**src/rtl/rr_mux_feeder_if.sv**
```systemverilog
// Handshake bundle between the two producers, the round-robin feeder and the
// downstream 2:1 mux stage.
//
// Valid/ready rule used on every channel here: a transfer happens at a rising
// clk edge where valid and ready are both high. A producer that raises valid
// keeps valid and data stable until that transfer edge. Ready does not depend
// on valid.
interface rr_mux_feeder_if;
  logic [1:0] in_valid;   // bit i: producer i offers in_data[i]
  logic [1:0] in_data;    // bit i: producer i sample
  logic [1:0] in_ready;   // bit i: channel i holding register empty
  logic       out_valid;  // IN/Select hold a granted sample
  logic       out_ready;  // downstream consumes the current word
  logic [1:0] IN;         // registered mux data inputs
  logic       Select;     // registered mux select (granted channel)

  // Producers plus downstream consumer side (testbench / surrounding logic)
  modport master (
    output in_valid, in_data, out_ready,
    input  in_ready, out_valid, IN, Select
  );

  // Feeder side
  modport slave (
    input  in_valid, in_data, out_ready,
    output in_ready, out_valid, IN, Select
  );
endinterface

```
**src/rtl/rr_mux_feeder.sv**
```systemverilog
// Round-robin feeder for the 2:1 behavioural mux. Each channel has a one-sample
// holding register. When the output word is free, a full channel is granted
// (alternating when both are full), and a registered {IN, Select} word is
// presented so that the mux output C = IN[Select] is the granted sample.
module rr_mux_feeder (
  input  logic            clk,
  input  logic            rst_n,
  rr_mux_feeder_if.slave  bus
);

  logic [1:0] r_buf_full;
  logic [1:0] r_buf_data;
  logic       r_ptr;
  logic       r_out_valid;
  logic [1:0] r_in;
  logic       r_sel;

  logic       w_out_free;
  logic       w_any_full;
  logic       w_grant;
  logic       w_win;
  logic [1:0] w_load;
  logic [1:0] w_clear;
  logic [1:0] w_in_next;

  // The output register can take a new word when empty or being consumed.
  assign w_out_free = ~r_out_valid | bus.out_ready;
  assign w_any_full = |r_buf_full;
  assign w_grant    = w_out_free & w_any_full;

  // A channel loads only while its holding register is empty.
  assign w_load = bus.in_valid & ~r_buf_full;

  // Winner selection: the only full channel, or ptr when both are full.
  always_comb begin
    w_win = r_ptr;
    if (r_buf_full == 2'b01) begin
      w_win = 1'b0;
    end else if (r_buf_full == 2'b10) begin
      w_win = 1'b1;
    end
  end

  // The granted buffer is released; only one bit can be set.
  assign w_clear = w_grant ? (w_win ? 2'b10 : 2'b01) : 2'b00;

  // The winner is full by construction, so masking data with the full flags
  // gives the winner's sample in IN[w] and the other lane's sample or 0.
  assign w_in_next = r_buf_data & r_buf_full;

  // Holding registers: load on accept, release on grant. Accept needs the
  // buffer empty and grant needs it full, so both never hit the same bit.
  always_ff @(posedge clk or negedge rst_n) begin
    if (!rst_n) begin
      r_buf_full <= 2'b00;
      r_buf_data <= 2'b00;
    end else begin
      r_buf_full <= (r_buf_full & ~w_clear) | w_load;
      r_buf_data <= (r_buf_data & ~w_load) | (bus.in_data & w_load);
    end
  end

  // Output word and round-robin pointer; everything holds under back-pressure.
  always_ff @(posedge clk or negedge rst_n) begin
    if (!rst_n) begin
      r_out_valid <= 1'b0;
      r_in        <= 2'b00;
      r_sel       <= 1'b0;
      r_ptr       <= 1'b0;
    end else if (w_out_free) begin
      if (w_any_full) begin
        r_out_valid <= 1'b1;
        r_sel       <= w_win;
        r_in        <= w_in_next;
        r_ptr       <= ~w_win;
      end else begin
        r_out_valid <= 1'b0;
      end
    end
  end

  assign bus.in_ready  = ~r_buf_full;
  assign bus.out_valid = r_out_valid;
  assign bus.IN        = r_in;
  assign bus.Select    = r_sel;

endmodule

```
**src/flat_wrapper.sv**
```systemverilog
// flat-port wrapper written by rule: the top's interface ports become plain ports
module rr_mux_feeder_flat 
  (clk, rst_n, bus_in_valid, bus_in_data, bus_out_ready, bus_in_ready, bus_out_valid, bus_IN, bus_Select);
  rr_mux_feeder_if bus_i ();
  input  logic clk;
  input  logic rst_n;
  input wire logic [$bits(bus_i.in_valid)-1:0] bus_in_valid;
  input wire logic [$bits(bus_i.in_data)-1:0] bus_in_data;
  input wire logic [$bits(bus_i.out_ready)-1:0] bus_out_ready;
  output wire logic [$bits(bus_i.in_ready)-1:0] bus_in_ready;
  output wire logic [$bits(bus_i.out_valid)-1:0] bus_out_valid;
  output wire logic [$bits(bus_i.IN)-1:0] bus_IN;
  output wire logic [$bits(bus_i.Select)-1:0] bus_Select;
  assign bus_i.in_valid = bus_in_valid;
  assign bus_i.in_data = bus_in_data;
  assign bus_i.out_ready = bus_out_ready;
  assign bus_in_ready = bus_i.in_ready;
  assign bus_out_valid = bus_i.out_valid;
  assign bus_IN = bus_i.IN;
  assign bus_Select = bus_i.Select;
  rr_mux_feeder u_core (.clk(clk), .rst_n(rst_n), .bus(bus_i));
endmodule
```
**config.mk**
```make
export PLATFORM = sky130hd
export DESIGN_NAME = rr_mux_feeder_flat
export DESIGN_NICKNAME = d
export VERILOG_FILES = /design/src/rtl/rr_mux_feeder_if.sv /design/src/rtl/rr_mux_feeder.sv /design/src/flat_wrapper.sv
export SDC_FILE = /design/constraint.sdc
export NUM_CORES = 1
export LEC_CHECK = 0
export BUFFER_PORTS_ARGS = -buffer_cell sky130_fd_sc_hd__buf_2
export CORE_AREA = 2 2 39 41
export CTS_CLUSTER_SIZE = 14
export DETAILED_ROUTE_END_ITERATION = 10
export DIE_AREA = 0 0 41 43
export GPL_TIMING_DRIVEN = 0
export HOLD_SLACK_MARGIN = 0.1
export PLACE_DENSITY_LB_ADDON = 0.15
export SLEW_MARGIN = 15
export SYNTH_ARGS = -nofsm -noshare
export SYNTH_HDL_FRONTEND = slang
export SYNTH_SLANG_ARGS = --single-unit
```
**constraint.sdc**
```tcl
create_clock -name clk -period 1.1 [get_ports clk]
set_input_delay 0.055 -clock clk [delete_from_list [all_inputs] [get_ports clk]]
set_output_delay 0.055 -clock clk [all_outputs]
set_load 0.05 [all_outputs]
```
; ---- Yosys cells after proc, flatten, opt, wreduce, memory -nomap -nowiden
; Index checks and enable logic that the tools add are counted.
[op_classes]
n_eq_ne = 2
bitwise = 14
n_reduce_logical = 2
mux = 5
[op_table]
columns = operator, n
row1 = 2-bit bitwise AND, 5
row2 = 2-bit inverter, 3
row3 = 2-bit 2-to-1 mux, 2
row4 = 2-bit OR, 2
row5 = 1-bit 2-to-1 mux, 3
row6 = "2-bit by 1-bit equality test with 1-bit output, second input constant", 1
row7 = "2-bit equality test, second input constant", 1
row8 = 1-bit inverter, 2
row9 = 2-bit AND reduction, 1
row10 = 2-bit OR reduction, 1
row11 = 1-bit bitwise AND, 1
row12 = 1-bit OR, 1
[totals]
register_bits = 9
output_inout_bits = 6
wordCells = 29

; ---- Logic depth before layout (Yosys ltp)
; Gate-level depths: netlist of run 1.
[logic_depth]
ltp_word = 8
ltp_mapped = 4
depth_no_buf = 3

; ---- Worst setup path after synthesis of run 1
; No wires, ideal clock.
[synth_path]
path_kind = register to register
startpoint = register u_core.r_out_valid (netlist: u_core.bus.out_valid)
endpoint = register u_core.r_buf_full[1]
slack_ns = -0.162
arrival_ns = 1.137
path_buffers = 1
path_stages_with_launch = 5
period_less_slack_ns = 1.262
path_cell_list = dfrtp_1 > nand2b_4 > buf_8 > o21ai_1 > mux2_2
[synth_via]
elab_chain_cells = 7
[synth_rtl]
columns = item, line
row1 = "start, declared", rr_mux_feeder.sv:14  ; logic r_out_valid;
row2 = "start signal, assigned", rr_mux_feeder.sv:66  ; r_out_valid <= 1'b0;
row3 = "start signal, assigned", rr_mux_feeder.sv:72  ; r_out_valid <= 1'b1;
row4 = "start signal, assigned", rr_mux_feeder.sv:77  ; r_out_valid <= 1'b0;
row5 = 1-bit inverter, rr_mux_feeder.sv:27  ; assign w_out_free = ~r_out_valid | bus.out_ready;
row6 = 1-bit OR, rr_mux_feeder.sv:27
row7 = 1-bit bitwise AND, rr_mux_feeder.sv:29  ; assign w_grant = w_out_free & w_any_full;
row8 = 2-bit 2-to-1 mux, rr_mux_feeder.sv:45  ; assign w_clear = w_grant ? (w_win ? 2'b10 : 2'b01) : 2'b00;
row9 = 2-bit inverter, rr_mux_feeder.sv:58  ; r_buf_full <= (r_buf_full & ~w_clear) | w_load;
row10 = 2-bit bitwise AND, rr_mux_feeder.sv:58
row11 = 2-bit OR, rr_mux_feeder.sv:58
row12 = "end signal, assigned", rr_mux_feeder.sv:58
row13 = "end, declared", rr_mux_feeder.sv:11  ; logic [1:0] r_buf_full;
; Every way passes these cells.
; A chain may end at the register's enable or synchronous reset.

; ---- Worst setup path after layout of run 1
; Ends and elaborated chain as after synthesis.

==> flow_summary_export.csv, run 1 <==
group,metric,value,unit
synthesis,synth_top_family_by_area,"compound AO/OA/AOI/OAI gates",
worst_setup_path,r2r_cells,4,
synthesis,syn_nets,37,
synthesis,synthesis.area,377,um2
final_layout,final_nets,59,
grt,use_met1,10.7,%
grt,grt_pass1_wl,1140,um
power,vdd_drop_max,0.000923,V
sta,setup_viol,0,
floorplanning,dieWidth,41,um
clock_network,clock_sinks,9,
synthesis,ys_top_cells_by_area,"dfrtp_1 60%, a32o_1 5.3%, a31oi_1 5.0%, a31o_1 4.7%, a21boi_1 4.0%",
sta,finalHoldViolations,0,
power,powerDensity,3030,nW/um2
power,power,1.66,mW
floorplanning,num_rows,14,
synthesis,synth.avg_cell_area,12.6,um2
floorplanning,die_area,1760,um2
clock_network,clk_pin_slew_worst_paths,0.06,ns
worst_setup_path,startpoint,"u_core.bus.out_valid",
power,power_leakage,0.252,nW
grt,grt_use_met2,14.4,%
route,drtPass1Iterations,4,
route,drt.antenna.violating_nets,0,
final_layout,antenna_cells,0,
synthesis,yosys.area.top_type,"dfrtp_1",
sta,rsz0062_at_grt,"no",
place,dp_hpwl,507,um
outcome,status,"finished, final reports clean",
synthesis,synth_seq_cells,9,
clock_network,cts_buffer_depth,2,
grt,antenna_found_initial,0,
worst_setup_path,crit_chain,"nand2b_4, buf_8, o21ai_1, mux2_2",
sta,relSlewSlack,83.4,%
worst_setup_path,cp_max_fo,10,
synthesis,synth_seq_area_share,59.8,%
grt,grt_overflow,0,
final_layout,most-common-layout-cells,"10 x buf_2, 6 x dfrtp_1, 5 x dlygate4sd3_1",
grt,grt_usage,10.4,%
synthesis,synth-compound-area-share,24.3,%
synthesis,synth_simple_gate_area_share,6.98,%
route,vias_per_cell,4.69,
sta,period_minus_slack,1.04,ns
worst_setup_path,setup.worst_path.start_class,"register",
clock_network,cts_buffers,3,
route,wl_per_cell,10.4,um
floorplanning,io_pins,13,
sta,finalCritPeriodShare,94.2,%
sta,finalMaxSlewViolations,0,
worst_setup_path,cp-end-kind,"register",
place,gp_congestion,0.717,
worst_setup_path,critical_path.endpoint,"u_core.r_buf_full[1]",
final_layout,utilization,39.7,%
floorplanning,floorplan.initialDensity,27.2,%
clock_network,clk_latency,0.25,ns
worst_setup_path,slowest_stage,"dfrtp_2",
route,first_iter_violations,4,
route,drc,0,
synthesis,yosys_warnings,0,
sta,worst_pin_slew,0.251,ns
worst_setup_path,cp_data_required_time,1.24,ns
final_layout,final_common_cell,"buf_2",
worst_setup_path,r2r-end,"u_core.r_buf_full[1]",
synthesis,synth_xor_area_share,0,%
synthesis,synth_cell_types,14,
grt,grt_max_degree,11,
route,via_count,314,
final_layout,drive_above_1_share,45.1,%
grt,busiest_layer,"met2",
final_layout,area_delta_synth_final,45.8,%
worst_setup_path,worstSetupPathType,"register to register",
floorplanning,core_area,1380,um2
synthesis,synthAdderAreaFrac,0,%
clock_network,cts_tree,"done",
route,routed_wl,697,um
sta,finalSetupTns,0,ns
job,max_cap_viol_count,0,
synthesis,syn_inst,30,
floorplanning,die_h,43,um
sta,clock_skew,0.00137,ns
place,placed_area,458,um2
grt,grt_pass1_vias,295,
final_layout,design_area,549,um2
synthesis,synth.area.mux_share,2.99,%
grt,gr-usage-met3,3.14,%
worst_setup_path,rrSetupSlack,0.06,ns
worst_setup_path,worst_ep_arrival_time,1.18,ns
place,place.port_buffers,12,
worst_setup_path,cpPeakStageDelay,0.42,ns
worst_setup_path,reg2reg_from,"u_core.bus.out_valid",
clock_network,root_buffer,"clkbuf_4",
synthesis,synth.top_cell.area_share,59.8,%
worst_hold_path,hp-class,"input port to async pin",
clock_network,ctsHtreeMaxLevel,1,
sta,fmax,965,MHz
==> report_power, final <==
part / total (mW) / leakage [nW] / switching, mW / internal (mW)
Combinational: 0.798 / 0.134 / 0.507 / 0.291
Clock: 0.247 / 0.0150 / 0.108 / 0.139
Sequential: 0.619 / 0.103 / 0.134 / 0.485
Total: 1.66 / 0.252 / 0.748 / 0.916
==> how the worst min path moves through the flow <==
| stage | slack, ns | cells after the start | endpoint | startpoint |
|---|---|---|---|---|
| global placement | -0.09 | 1 | u_core.r_buf_full[1] | rst_n |
| global route | 0.20 | 2 | u_core.r_ptr | rst_n |
| CTS | 0.16 | 2 | u_core.r_buf_full[0] | rst_n |
| detailed placement | -0.09 | 1 | u_core.r_buf_full[1] | rst_n |
| floorplan | -0.24 | 0 | async pin | rst_n |
| finish | 0.17 | 2 | u_core.bus.Select | rst_n |
==> logic make-up after synthesis <==
| family | after synthesis |
|---|---|
| AO/OA/AOI/OAI | 13 |
| flip-flops | 9 |
| AND/OR/NAND/NOR | 4 |
| buffers and inverters | 3 |
| multiplexers | 1 |
==> Yosys cell counts, drive strengths merged <==
cell    instances
nand2           1
a32o            2
nand3           1
o21ai           2
inv             2
mux2            1
a21oi           2
a21boi          2
a31oi           3
nor2            1
dfrtp           9
nand2b          1
a31o            2
buf             1
==> worst max-delay path: cells and delay by family, from the launching register on <==
kind,cells,cell delay (ns)
flip-flops,1,0.42
AND/OR/NAND/NOR,1,0.07
buffers and inverters,1,0.12
multiplexers,1,0.26
AO/OA/AOI/OAI,1,0.06
==> through the flow <==
step                      setup slack (ns)  hold WS [ns]  instances
after floorplan                    -0.0557        -0.241         30
after global placement              0.0781       -0.0897         58
after detailed placement            0.0747       -0.0859         58
after CTS                          0.00462         0.158         67
after global routing                0.0112         0.197         67
final                               0.0636         0.170         67
==> layout make-up <==
class,count,area (um2)
Buffer,1,15.0
Tap cell,16,20.0
Fill cell,129,835
Inverter,2,7.51
Multi-Input combinational cell,18,129
Sequential cell,9,229
Timing Repair Buffer,17,123
Clock buffer,4,26.3
==> per-layer routing <==
metal,vias up,routed length (um)
met2,6,353
li1,154,-
met3,2,34
met4,0,8
met5,-,0
met1,152,300
==> timing repair <==
action,CTS,global route
endpoints found under the setup margin,2,2
gates resized for setup,2,4
hold buffers,5,0
buffers inserted,0,0
pin swaps,0,0
hold endpoints to repair,13,0
Power figures use the tool's default switching activity.
==> run 2, diff against run 1 <==
--- a/config.mk
+++ b/config.mk
@@ -6,6 +6,8 @@
 export NUM_CORES = 1
 export LEC_CHECK = 0
 export BUFFER_PORTS_ARGS = -buffer_cell sky130_fd_sc_hd__buf_2
+export CELL_PAD_IN_SITES_DETAIL_PLACEMENT = 0
+export CELL_PAD_IN_SITES_GLOBAL_PLACEMENT = 1
 export CORE_AREA = 2 2 39 41
 export CTS_CLUSTER_SIZE = 14
 export DETAILED_ROUTE_END_ITERATION = 10
==> run 2 against run 1 <==
Fmax is essentially flat. Highest routed layer is now met3. Worst setup slack lost 0.00088 ns. Final cell count grew 3.0%. Hold slack gained 0.0052 ns. Clock power grew 3%. Register-to-register slack is essentially flat. Count of clock-buffer cells in the layout is the same.
==> flow_summary_export.csv, run 2 (synthesis results as in run 1) <==
group,metric,value,unit
outcome,status,"finished, final reports clean",
final_layout,antenna_cells,0,
final_layout,final_common_cell,"buf_2",
grt,antenna_found_initial,0,
clock_network,cts_buffers,3,
worst_setup_path,cp_data_required_time,1.24,ns
sta,rsz0062_at_grt,"no",
grt,grt_max_degree,11,
place,dp_hpwl,577,um
place,dp_cells,58,
worst_setup_path,r2r_cells,4,
sta,fmax,964,MHz
final_layout,design_area,564,um2
grt,grt_pass1_wl,1370,um
sta,finalSetupTns,0,ns
route,drc,0,
route,wl_per_cell,11.8,um
grt,grt_overflow,0,
route,drtPass1Iterations,4,
route,drt.antenna.violating_nets,0,
clock_network,clk_pin_slew_worst_paths,0.06,ns
job,max_cap_viol_count,0,
route,routed_wl,815,um
final_layout,ff_latch_area,229,um2
clock_network,cts_buffer_depth,2,
floorplanning,io_pins,13,
sta,setup_viol,0,
floorplanning,die_area,1760,um2
route,via_count,320,
power,vdd_drop_max,0.00103,V
sta,clock_skew,0.00318,ns
place,placed_area,458,um2
power,powerDensity,3060,nW/um2
sta,period_minus_slack,1.04,ns
place,gp_congestion,0.708,
route,first_iter_violations,4,
clock_network,root_buffer,"clkbuf_4",
floorplanning,dieWidth,41,um
final_layout,nFillCells,147,
final_layout,most-common-layout-cells,"10 x buf_2, 6 x dfrtp_1, 5 x dlygate4sd3_1",
worst_setup_path,setup.worst_path.start_class,"register",
power,power_leakage,0.261,nW
worst_setup_path,cp_max_fo,10,
worst_setup_path,r2r-end,"u_core.r_buf_full[1]",
grt,grt_usage,11.9,%
floorplanning,die_h,43,um
sta,finalHoldViolations,0,
grt,grt_pass1_vias,323,
place,place.port_buffers,12,
clock_network,clk_latency,0.26,ns
sta,finalMaxSlewViolations,0,
sta,relSlewSlack,83.3,%
floorplanning,num_rows,14,
final_layout,area_delta_synth_final,49.8,%
final_layout,multi_input_area,129,um2
sta,worst_pin_slew,0.252,ns
clock_network,cts_tree,"done",
worst_setup_path,worst_ep_arrival_time,1.18,ns
sta,finalCritPeriodShare,94.3,%
final_layout,final_cells,69,
worst_hold_path,hp-class,"input port to async pin",
worst_setup_path,worstSetupPathType,"register to register",
floorplanning,floorplan.initialDensity,27.2,%
route,vias_per_cell,4.64,
floorplanning,core_area,1380,um2
final_layout,final_nets,61,
worst_setup_path,rrSetupSlack,0.06,ns
clock_network,clock_sinks,9,
worst_setup_path,startpoint,"u_core.bus.out_valid",
final_layout,drive_above_1_share,47.2,%
worst_setup_path,reg2reg_from,"u_core.bus.out_valid",
worst_setup_path,cp-end-kind,"register",
clock_network,ctsHtreeMaxLevel,1,
[run 2: changes by cell type in the layout (fill, tap and decap cells not counted), sizes merged]
| cell | delta |
|---|---|
| buf | +2 |
[run 2: timing repair]
action | 4_1_cts | 5_1_grt
buffers inserted | 0 | 2
gates resized for setup | 4 | 2
endpoints found under the hold margin | 13 | 0
setup endpoints to repair | 2 | 2
hold buffers | 5 | 0
pin swaps | 0 | 0
[run 2: layout make-up]
type                       count  area share, %
clock buffer                   4           4.66
inverter                       2           1.33
timing repair buffer          19           24.4
buffer                         1           2.66
sequential                     9           40.6
multi-input combinational     18           22.8
tap                           16           3.55
[run 2: critical path: stages, from the launching register on]
cell      delay [ns]
dfrtp_2         0.42
nand2b_4        0.07
buf_8           0.12
o21ai_1         0.06
mux2_2          0.25
[run 2: power by group]
| part | leakage (nW) | total [mW] | switching, mW | internal, mW |
|---|---|---|---|---|
| Clock | 0.0150 | 0.255 | 0.115 | 0.140 |
| Sequential | 0.103 | 0.614 | 0.129 | 0.485 |
| Combinational | 0.143 | 0.860 | 0.528 | 0.332 |
[run 2: worst max-delay path by stage]
stage / depth (start not counted) / to / slack, ns
after CTS: 2 / bus_in_ready[0] / 0.01
after detailed placement: 4 / u_core.r_buf_full[1] / 0.06
after global routing: 4 / u_core.r_buf_full[1] / 0.01
after floorplan: 4 / u_core.r_buf_full[1] / -0.06
after global placement: 4 / u_core.r_buf_full[1] / 0.07
final: 4 / u_core.r_buf_full[1] / 0.06
[run 2: per-layer routing]
metal | wire length (um) | vias to the layer above | global-route usage (%) | part of all wire (%)
met3 | 34 | 0 | 3.14 | 4.2
met5 | 0 | - | 0 | 0
met2 | 405 | 5 | 16.3 | 50
met1 | 375 | 156 | 15.7 | 46
met4 | 0 | 0 | 8.00 | 0
li1 | - | 159 | - | -
[run 2: through the flow]
step	worst slack [ns]	power, mW	util, %	hold WS (ns)
after floorplan	-0.0557	1.18	-	-0.241
after global placement	0.0744	1.35	33.1	-0.0884
after detailed placement	0.0644	1.37	33.1	-0.0821
after CTS	0.0122	1.68	39.2	0.177
after global routing	0.0135	1.85	40.8	0.206
final	0.0628	1.73	40.8	0.175
==> run 3, diff against run 2 <==
--- a/config.mk
+++ b/config.mk
@@ -14,7 +14,7 @@
 export DIE_AREA = 0 0 41 43
 export GPL_TIMING_DRIVEN = 0
 export HOLD_SLACK_MARGIN = 0.1
-export PLACE_DENSITY_LB_ADDON = 0.15
+export PLACE_DENSITY = 0.66
 export SLEW_MARGIN = 15
 export SYNTH_ARGS = -nofsm -noshare
 export SYNTH_HDL_FRONTEND = slang
==> run 3 against run 2 <==
Die area is the same. Total power shrank 0.54%. Wire length decreased by 8.8%. Critical path type is now register to primary output. Critical endpoint is now bus_in_ready[1]. Largest cell class unchanged. Highest routed layer unchanged.
==> flow_summary_export.csv, run 3 (synthesis results as in run 1) <==
group,metric,value,unit
outcome,status,"finished, final reports clean",
worst_setup_path,worstSetupPathType,"register to primary output",
floorplanning,num_rows,14,
clock_network,cts_buffers,3,
final_layout,most-common-layout-cells,"10 x buf_2, 6 x dfrtp_1, 5 x dlygate4sd3_1",
worst_setup_path,cpPeakStageDelay,0.46,ns
sta,fmax,969,MHz
worst_setup_path,r2r_cells,4,
final_layout,nFillCells,150,
place,dp_hpwl,503,um
final_layout,final_common_cell,"buf_2",
floorplanning,core_area,1380,um2
worst_setup_path,worst_ep_arrival_time,0.98,ns
sta,finalCritPeriodShare,93.9,%
final_layout,drive_above_1_share,47.2,%
job,max_cap_viol_count,0,
worst_hold_path,hp-class,"input port to async pin",
power,vdd_drop_max,0.00119,V
floorplanning,floorplan.initialDensity,27.2,%
worst_setup_path,setup.worst_path.start_class,"register",
clock_network,clock_sinks,9,
floorplanning,die_area,1760,um2
worst_setup_path,crit_chain,"inv_2, buf_6",
clock_network,root_buffer,"clkbuf_4",
floorplanning,dieWidth,41,um
sta,relSlewSlack,83.4,%
grt,grt_overflow,0,
final_layout,antenna_cells,0,
sta,period_minus_slack,1.03,ns
final_layout,area_delta_synth_final,49.8,%
worst_setup_path,slowest_stage,"dfrtp_2",
place,placed_area,458,um2
route,vias_per_cell,4.70,
route,routed_wl,743,um
worst_setup_path,cp_max_fo,7,
worst_setup_path,cp_data_required_time,1.04,ns
sta,finalMaxSlewViolations,0,
grt,grt_pass1_wl,1240,um
clock_network,ctsHtreeMaxLevel,1,
worst_setup_path,cp-end-kind,"primary output",
clock_network,clk_pin_slew_worst_paths,0.06,ns
sta,setup_viol,0,
sta,finalHoldViolations,0,
grt,grt_usage,10.5,%
power,power_leakage,0.261,nW
sta,rsz0062_at_grt,"no",
sta,worst_pin_slew,0.250,ns
final_layout,design_area,564,um2
clock_network,clk_latency,0.25,ns
clock_network,cts_tree,"done",
grt,grt_max_degree,11,
power,powerDensity,3050,nW/um2
place,gp_congestion,0.668,
route,drt.antenna.violating_nets,0,
route,drtPass1Iterations,4,
route,first_iter_violations,6,
sta,clock_skew,0.00428,ns
route,drc,0,
grt,antenna_found_initial,0,
final_layout,final_nets,61,
floorplanning,io_pins,13,
floorplanning,die_h,43,um
route,via_count,324,
grt,grt_pass1_vias,272,
route,wl_per_cell,10.8,um
place,place.port_buffers,12,
sta,hold_slack,0.173,ns
clock_network,cts_buffer_depth,2,
[run 3: final cells by class]
type	count	area [um2]	area share (%)
clock buffers	4	26.3	4.66
repair buffers	19	138	24.4
well taps	16	20.0	3.55
multi-input cells	18	129	22.8
flip-flops and latches	9	229	40.6
inverters	2	7.51	1.33
plain buffers	1	15.0	2.66
[run 3: worst paths after layout]
| check | startpoint | to | slack, ns |
|---|---|---|---|
| min in group clk | bus_out_ready | u_core.r_buf_full[0] | 0.22 |
| min reg2reg | u_core.bus.IN[0] | u_core.bus.IN[0] | 0.50 |
| min | rst_n | u_core.bus.Select | 0.17 |
| max | u_core.r_buf_full[1] | bus_in_ready[1] | 0.07 |
| max in group asynchronous | rst_n | u_core.r_buf_full[1] | 0.73 |
| max reg2reg | u_core.bus.out_valid | u_core.r_buf_full[1] | 0.07 |
[run 3: routing by layer]
layer  vias to the layer above  GRT usage [%]  part of all wire (%)
met4                         0              0                     0
met1                       156           15.0                    49
met2                         8           12.8                    45
met3                         0           9.42                   5.5
met5                         -              0                     0
li1                        160              -                     -
[run 3: through the flow]
stage                     utilization [%]  TNS [ns]  power, mW  instances  setup slack, ns
after floorplan                         -   -0.0792       1.18         30          -0.0557
after global placement               33.1         0       1.35         58           0.0745
after detailed placement             33.1         0       1.36         58           0.0706
after CTS                            39.1         0       1.66         67          0.00264
after global routing                 40.8         0       1.84         69          0.00775
final                                40.8         0       1.72         69           0.0676
[run 3: report_power, final]
part,internal [mW],switching [mW],leakage (nW)
combinational,0.332,0.523,0.143
sequential,0.485,0.136,0.103
clock,0.139,0.105,0.0150
total,0.956,0.763,0.261
[run 3: critical path: cells and delay by family (launching register included)]
family | cells | cell delay, ns
flip-flops | 1 | 0.46
buffers and inverters | 2 | 0.27
[run 3: repair_timing]
| item | in CTS | in global routing |
|---|---|---|
| endpoints found under the setup margin | 2 | 2 |
| gates cloned | 0 | 0 |
| setup buffers | 0 | 2 |
| resized for setup | 3 | 3 |
| pin swaps | 0 | 0 |
| hold buffers | 5 | 0 |
| hold endpoints to repair | 13 | 0 |
